`src/rtl/cpu_run_ctrl.sv`:
```
// cpu_run_ctrl: sequences CPU reset, run and stop (halt or cycle-budget timeout) with a run-cycle counter.
// Optional single-step clock enable (step_mode/step ports) when RUN_CTRL_SINGLE_STEP_EN is defined.
module cpu_run_ctrl #(
    parameter int unsigned RST_CYCLES = 2,
    parameter int unsigned MAX_CYCLES = 30,
    parameter int unsigned CNT_W      = 16,
    parameter int unsigned HALT_W     = 1
) (
    input  logic              clk,
    input  logic              reset_n,
    input  logic              start,
    input  logic              abort,
    input  logic [HALT_W-1:0] halt_req,
`ifdef RUN_CTRL_SINGLE_STEP_EN
    input  logic              step_mode,
    input  logic              step,
`endif
    output logic              cpu_reset,
    output logic              cpu_ce,
    output logic              run,
    output logic              done,
    output logic              timeout,
    output logic [HALT_W-1:0] halt_src,
    output logic [CNT_W-1:0]  cycle_count
);

    localparam int unsigned     RC_W     = (RST_CYCLES > 1) ? $clog2(RST_CYCLES) : 1;
    localparam logic [RC_W-1:0] RC_LAST  = RC_W'(RST_CYCLES - 1);
    localparam logic [CNT_W-1:0] CNT_LAST = CNT_W'(MAX_CYCLES - 1);
    localparam logic [CNT_W-1:0] CNT_MAX  = '1;

    localparam logic [1:0] S_IDLE  = 2'd0;
    localparam logic [1:0] S_RESET = 2'd1;
    localparam logic [1:0] S_RUN   = 2'd2;
    localparam logic [1:0] S_DONE  = 2'd3;

    logic [1:0]        state, state_nx;
    logic [RC_W-1:0]   rst_cnt, rst_cnt_nx;
    logic [CNT_W-1:0]  cnt_nx;
    logic              timeout_nx;
    logic [HALT_W-1:0] halt_src_nx;
    logic              ce_nx;
    logic              step_ok;
    logic              budget_hit;

`ifdef RUN_CTRL_SINGLE_STEP_EN
    assign step_ok = !step_mode || step;
`else
    assign step_ok = 1'b1;
`endif

    assign budget_hit = (MAX_CYCLES != 0) && cpu_ce && (cycle_count == CNT_LAST);

    // Next-state and next-output logic; abort outranks every other request.
    always_comb begin
        state_nx    = state;
        rst_cnt_nx  = rst_cnt;
        cnt_nx      = cycle_count;
        timeout_nx  = timeout;
        halt_src_nx = halt_src;
        ce_nx       = 1'b0;
        if (abort) begin
            state_nx = S_IDLE;
        end else begin
            case (state)
                S_IDLE, S_DONE: begin
                    if (start) begin
                        state_nx    = S_RESET;
                        rst_cnt_nx  = '0;
                        cnt_nx      = '0;
                        timeout_nx  = 1'b0;
                        halt_src_nx = '0;
                    end
                end
                S_RESET: begin
                    if (rst_cnt == RC_LAST) begin
                        state_nx = S_RUN;
                    end else begin
                        rst_cnt_nx = rst_cnt + RC_W'(1);
                    end
                end
                S_RUN: begin
                    if (cpu_ce && (cycle_count != CNT_MAX)) begin
                        cnt_nx = cycle_count + CNT_W'(1);
                    end
                    // A halt in the same cycle as budget expiry is reported as a halt.
                    if (|halt_req) begin
                        state_nx    = S_DONE;
                        halt_src_nx = halt_req;
                        timeout_nx  = 1'b0;
                    end else if (budget_hit) begin
                        state_nx   = S_DONE;
                        timeout_nx = 1'b1;
                    end
                end
                default: state_nx = S_IDLE;
            endcase
        end
        ce_nx = (state_nx == S_RUN) && step_ok;
    end

    always_ff @(posedge clk or negedge reset_n) begin
        if (!reset_n) begin
            state       <= S_IDLE;
            rst_cnt     <= '0;
            cycle_count <= '0;
            timeout     <= 1'b0;
            halt_src    <= '0;
            cpu_reset   <= 1'b1;
            cpu_ce      <= 1'b0;
            run         <= 1'b0;
            done        <= 1'b0;
        end else begin
            state       <= state_nx;
            rst_cnt     <= rst_cnt_nx;
            cycle_count <= cnt_nx;
            timeout     <= timeout_nx;
            halt_src    <= halt_src_nx;
            cpu_reset   <= (state_nx != S_RUN);
            cpu_ce      <= ce_nx;
            run         <= (state_nx == S_RUN);
            done        <= (state_nx == S_DONE);
        end
    end

endmodule

```
`config.mk`:
```
export PLATFORM = sky130hd
export DESIGN_NAME = cpu_run_ctrl
export DESIGN_NICKNAME = d
export VERILOG_FILES = /design/src/rtl/cpu_run_ctrl.sv
export SDC_FILE = /design/constraint.sdc
export NUM_CORES = 1
export LEC_CHECK = 0
export CAP_MARGIN = 20
export CORE_UTILIZATION = 57
export CTS_CLUSTER_DIAMETER = 200
export DETAILED_ROUTE_END_ITERATION = 6
export GPL_ROUTABILITY_DRIVEN = 0
export GPL_TIMING_DRIVEN = 0
export PLACE_DENSITY = 0.84
export SLEW_MARGIN = 5
export SYNTH_ARGS = -nofsm -noshare
export SYNTH_HDL_FRONTEND = slang
export SYNTH_SLANG_ARGS = --single-unit
```
`constraint.sdc`:
```
create_clock -name clk -period 3.3 [get_ports clk]
set_input_delay 0.66 -clock clk [delete_from_list [all_inputs] [get_ports clk]]
set_output_delay 0.66 -clock clk [all_outputs]
set_load 0.005 [all_outputs]
```
* After elaboration in Yosys (flattened, before gate mapping)
Cells that the tools add are included.
Storage, ports and cells: register bits 24, input bits 5, output and inout bits 22, logic and storage cells 50
Operators by class: $add $sub $neg 2, equality and inequality tests 12, mux-type cells 17, bitwise operators 1, reduce and logical (&&, ||, !) cells 10
Operators by type and width (number):
- $mux W16 | 2
- $pmux W16 S2 | 1
- $add A16 B1 Y16 const B | 1
- $eq A16 B5 Y1 const B | 1
- $ne A16 B16 Y1 const B | 1
- $reduce_and A4 Y1 | 3
- $mux W2 | 5
- $eq A2 B2 Y1 const B | 4
- $ne A2 B2 Y1 const B | 4
- $pmux W1 S2 | 3
- $pmux W2 S3 | 1
- $mux W1 | 5
- $reduce_bool A2 Y1 | 2
- $ne A3 B3 Y1 const B | 1
- $reduce_and A3 Y1 | 1
- $eq A2 B1 Y1 const B | 1
- $logic_and A1 B1 Y1 | 2
- $logic_not A2 Y1 | 1
- $reduce_or A2 Y1 | 1
- $add A1 B1 Y1 const B | 1
- $not A1 Y1 | 1

* Depth between registers and ports, before layout
depth in word-level cells 7, mapped depth 8, depth with buffers taken out 6

* Worst setup path before layout
OpenSTA, ideal clock, no wires.
path type register -> register, start register state[0], end register cycle_count[13], setup time 0.126 ns, arrival 1.853 ns, data required time 3.174 ns, setup slack 1.321 ns, stages on the path, launching flop included 8, buffers on the path 1, clock period less this slack 1.979 ns, cell sequence dfrtp_1 inv_1 ha_1 mux2i_2 or2_1 buf_2 nor3_1 a221o_1
On the way: longest elaborated chain between the ends 4, elaborated cells between the ends (all ways) 9, those cells by class eq/ne: 4; mux: 1; reduce/logical: 4
RTL lines:
- start, declared | RTL line 37 | logic [1:0] state, state_nx;
- start signal, assigned | RTL line 114 | state <= state_nx;
- $eq A2 B2 Y1 / $logic_not A2 Y1 (equally long branches) | RTL line 65 | case (state)
- $reduce_or A2 Y1 | RTL line 65
- $ne A2 B2 Y1 (no line) / $reduce_bool A2 Y1 (equally long branches)
- $reduce_and A4 Y1 (no line)
- end signal, assigned | RTL line 116 | cycle_count <= cnt_nx;
- end, declared | RTL line 24 | output logic [CNT_W-1:0] cycle_count
Several ways; a longest one is shown, not always the timed one. A chain may end at the register's enable or synchronous reset.

* Final worst setup path
start register state[0], end register cycle_count[0]
The elaborated chain is that of the path after synthesis.

==> results.ini <==
[outcome]
status=finished, final reports clean

[clocking]
postCtsHoldBufs=0
htree_levels=1
clk_latency_ns=0.33
ctsResizeCount=0
tritoncts=built
clkSinkCount=24
cts_root_buf=clkbuf_4
cts_setup_buffers=0
clkTransAtPathRegs_ns=0.14
clk_path_buf_depth=2
numCtsBuffers=3

[placement]
placed_area_um2=1973
dp_cells=245
dp_hpwl_mm=3.176
port_buffers=25

[global_route]
grt_pass1_vias=1543
grt_max_degree=25
grt.total_usage_pct=29.18
grt_pass1_wl_mm=7.251
grt-ovfl-total=0
grt_antenna_before_repair=0

[finish]
final_nets=230
area_delta_synth_final_pct=19.61
instances_no_fill=250
mostFrequentLayoutCells=clkdlybuf4s50_1 (25), nand2_1 (23), dfrtp_1 (23)
drive_gt1_share_pct=11.42
final_common_cell=clkdlybuf4s50_1
antennaDiodeCount=0
fin_area_um2=2014

[timing]
max_freq_ghz=0.4130
clock_skew_ns=0.01765
finalHoldViolCount=0
setup_viol_count_final=0
tns_ns=0
post-route-period-util_pct=73.37
worst_slew_pin_slew_ns=0.5837
timing.hold.ws_ns=0.5698
rsz0062_at_grt=no
slew_viol_final=0
fin_crit_ns=2.421
slew_headroom_pct=61.09

[floorplan]
pin_count=27
start_util_pct=60.55
dieArea_um2=3176
rows=19
die_h_um=56.36
coreArea_um2=2781
dieWidth_um=56.36

[critical_path]
rr_startpoint=state[0]
worstReg2RegEnd=cycle_count[0]
cp-start-kind=register
worstPathMaxFanout=10
arrival_ns=2.68
crit_type=reg2reg
end_kind=register
worstRegToRegCells=7
reg2reg_slack_ns=0.88
cp.required_ns=3.56

[drt]
drt_iter0_markers=95
first_pass_iters=4
avgViaCountPerCell=6.736
drc=0
wl_mm=4.457
ant_nets=0
vias=1684
wl_per_cell_um=17.83

[synth]
synth_seq_cells=24
yosysWarnings=0
syn_area_um2=1684
synth_fp_nets=199
dominantRegCellSynth=dfrtp_1
synth-edff-count=0
synth_top_area_cell=dfrtp_1
yosys-top-cells-area=dfrtp_1 (34%), nand2_1 (5.1%), nor3_1 (4.2%)
yosysSeqAreaShare_pct=35.74
synthDistinctLibCells=53
synth_cells=189
ys_async_sr_fraction_pct=100.0
netlist.area_leader.share_pct=34.18
synth.avg_cell_area_um2=8.911

[run]
cap_violations=0

[power_and_ir_drop]
p_per_area_nw_per_um2=363.7
finalPower_mw=0.7326
leakagePower_nw=0.8386
ir_worst_vdd_uv=359.3

[hold_path]
hold-path-endpoint=rst_cnt
hp-start=rst_cnt
min_path_type=reg2reg
hold_path_depth=1

-- worst max-delay path by stage --
stage | startpoint | endpoint | slack, ns | cells past startpoint
floorplan | state[0] | cycle_count[13] | 1.32 | 7
global placement | start | cycle_count[0] | 0.83 | 6
detailed placement | start | cycle_count[0] | 0.79 | 6
CTS | state[0] | cycle_count[0] | 0.93 | 7
global route | state[0] | cycle_count[0] | 0.80 | 7
finish | state[0] | cycle_count[0] | 0.88 | 7
-- cells by family (layout without fill, tap and decap cells) --
kind of cell / Yosys count / count (layout) / synth area share, %
AO/OA/AOI/OAI: 45 / 45 / 20.95
flip-flops: 24 / 24 / 35.74
multiplexers: 2 / 2 / 1.486
AND/OR/NAND/NOR: 94 / 94 / 33.14
adder cells (fa/ha/maj): 5 / 5 / 3.715
buffers and inverters: 19 / 49 / 4.978
-- state kept, by name (all words and copies together), names as in the netlist --
register / cells
cycle_count: 16
state: 2
cpu_reset: 1
done: 1
halt_src: 1
rst_cnt: 1
run: 1
timeout: 1
-- Yosys cell counts (3+ instances only) --
cell      instances
and4_1            7
nor4_1            3
buf_2             7
a221o_1           5
a31oi_1           6
and3_1            6
nor2_1            7
o21ai_0           4
nand3_1           3
dfrtp_1          23
ha_1              5
a21oi_1           6
a211o_1           3
nand4b_1          4
a41oi_1           3
nor3_1           14
clkbuf_1          5
nand4_1           6
nand2_1          23
inv_1             5
nand2b_1          5
-- layer usage --
metal,track usage (%),part of all wire (%),wire length (µm),vias to the layer above
met3,3.226,6.6,293,12
met4,11.50,1.9,84,0
met5,0,0,0,-
li1,-,-,-,791
met1,38.58,45,1985,804
met2,48.98,47,2094,77
-- critical path, cell delays in order, from the launching register on --
cell and delay, ns:
dfrtp_1 0.42, inv_1 0.09, ha_1 0.40, mux2i_2 0.50, or2_1 0.20, clkbuf_1 0.43
o21ai_0 0.19, o211ai_1 0.12
-- area by class of cell --
| class | instances | area [µm²] |
|---|---|---|
| Clock buffer | 4 | 26.28 |
| Tap cell | 31 | 38.79 |
| Multi-Input combinational cell | 146 | 998.5 |
| Inverter | 6 | 22.52 |
| Fill cell | 209 | 767.0 |
| Sequential cell | 24 | 601.8 |
| Timing Repair Buffer | 26 | 265.3 |
| Buffer | 13 | 61.31 |
-- power breakdown --
| part | total (mW) | leakage [nW] | switching [mW] | internal (mW) |
|---|---|---|---|---|
| Clock | 0.140 | 0.0150 | 0.0922 | 0.0474 |
| Combinational | 0.251 | 0.496 | 0.150 | 0.102 |
| Sequential | 0.342 | 0.328 | 0.0222 | 0.320 |
-- metrics by stage --
stage	util (%)	setup WS [ns]
floorplan	-	1.321
global placement	70.94	0.8266
detailed placement	70.94	0.7925
CTS	71.88	0.9295
global route	72.42	0.8012
finish	72.42	0.8789
Power figures use the tool's default switching activity.
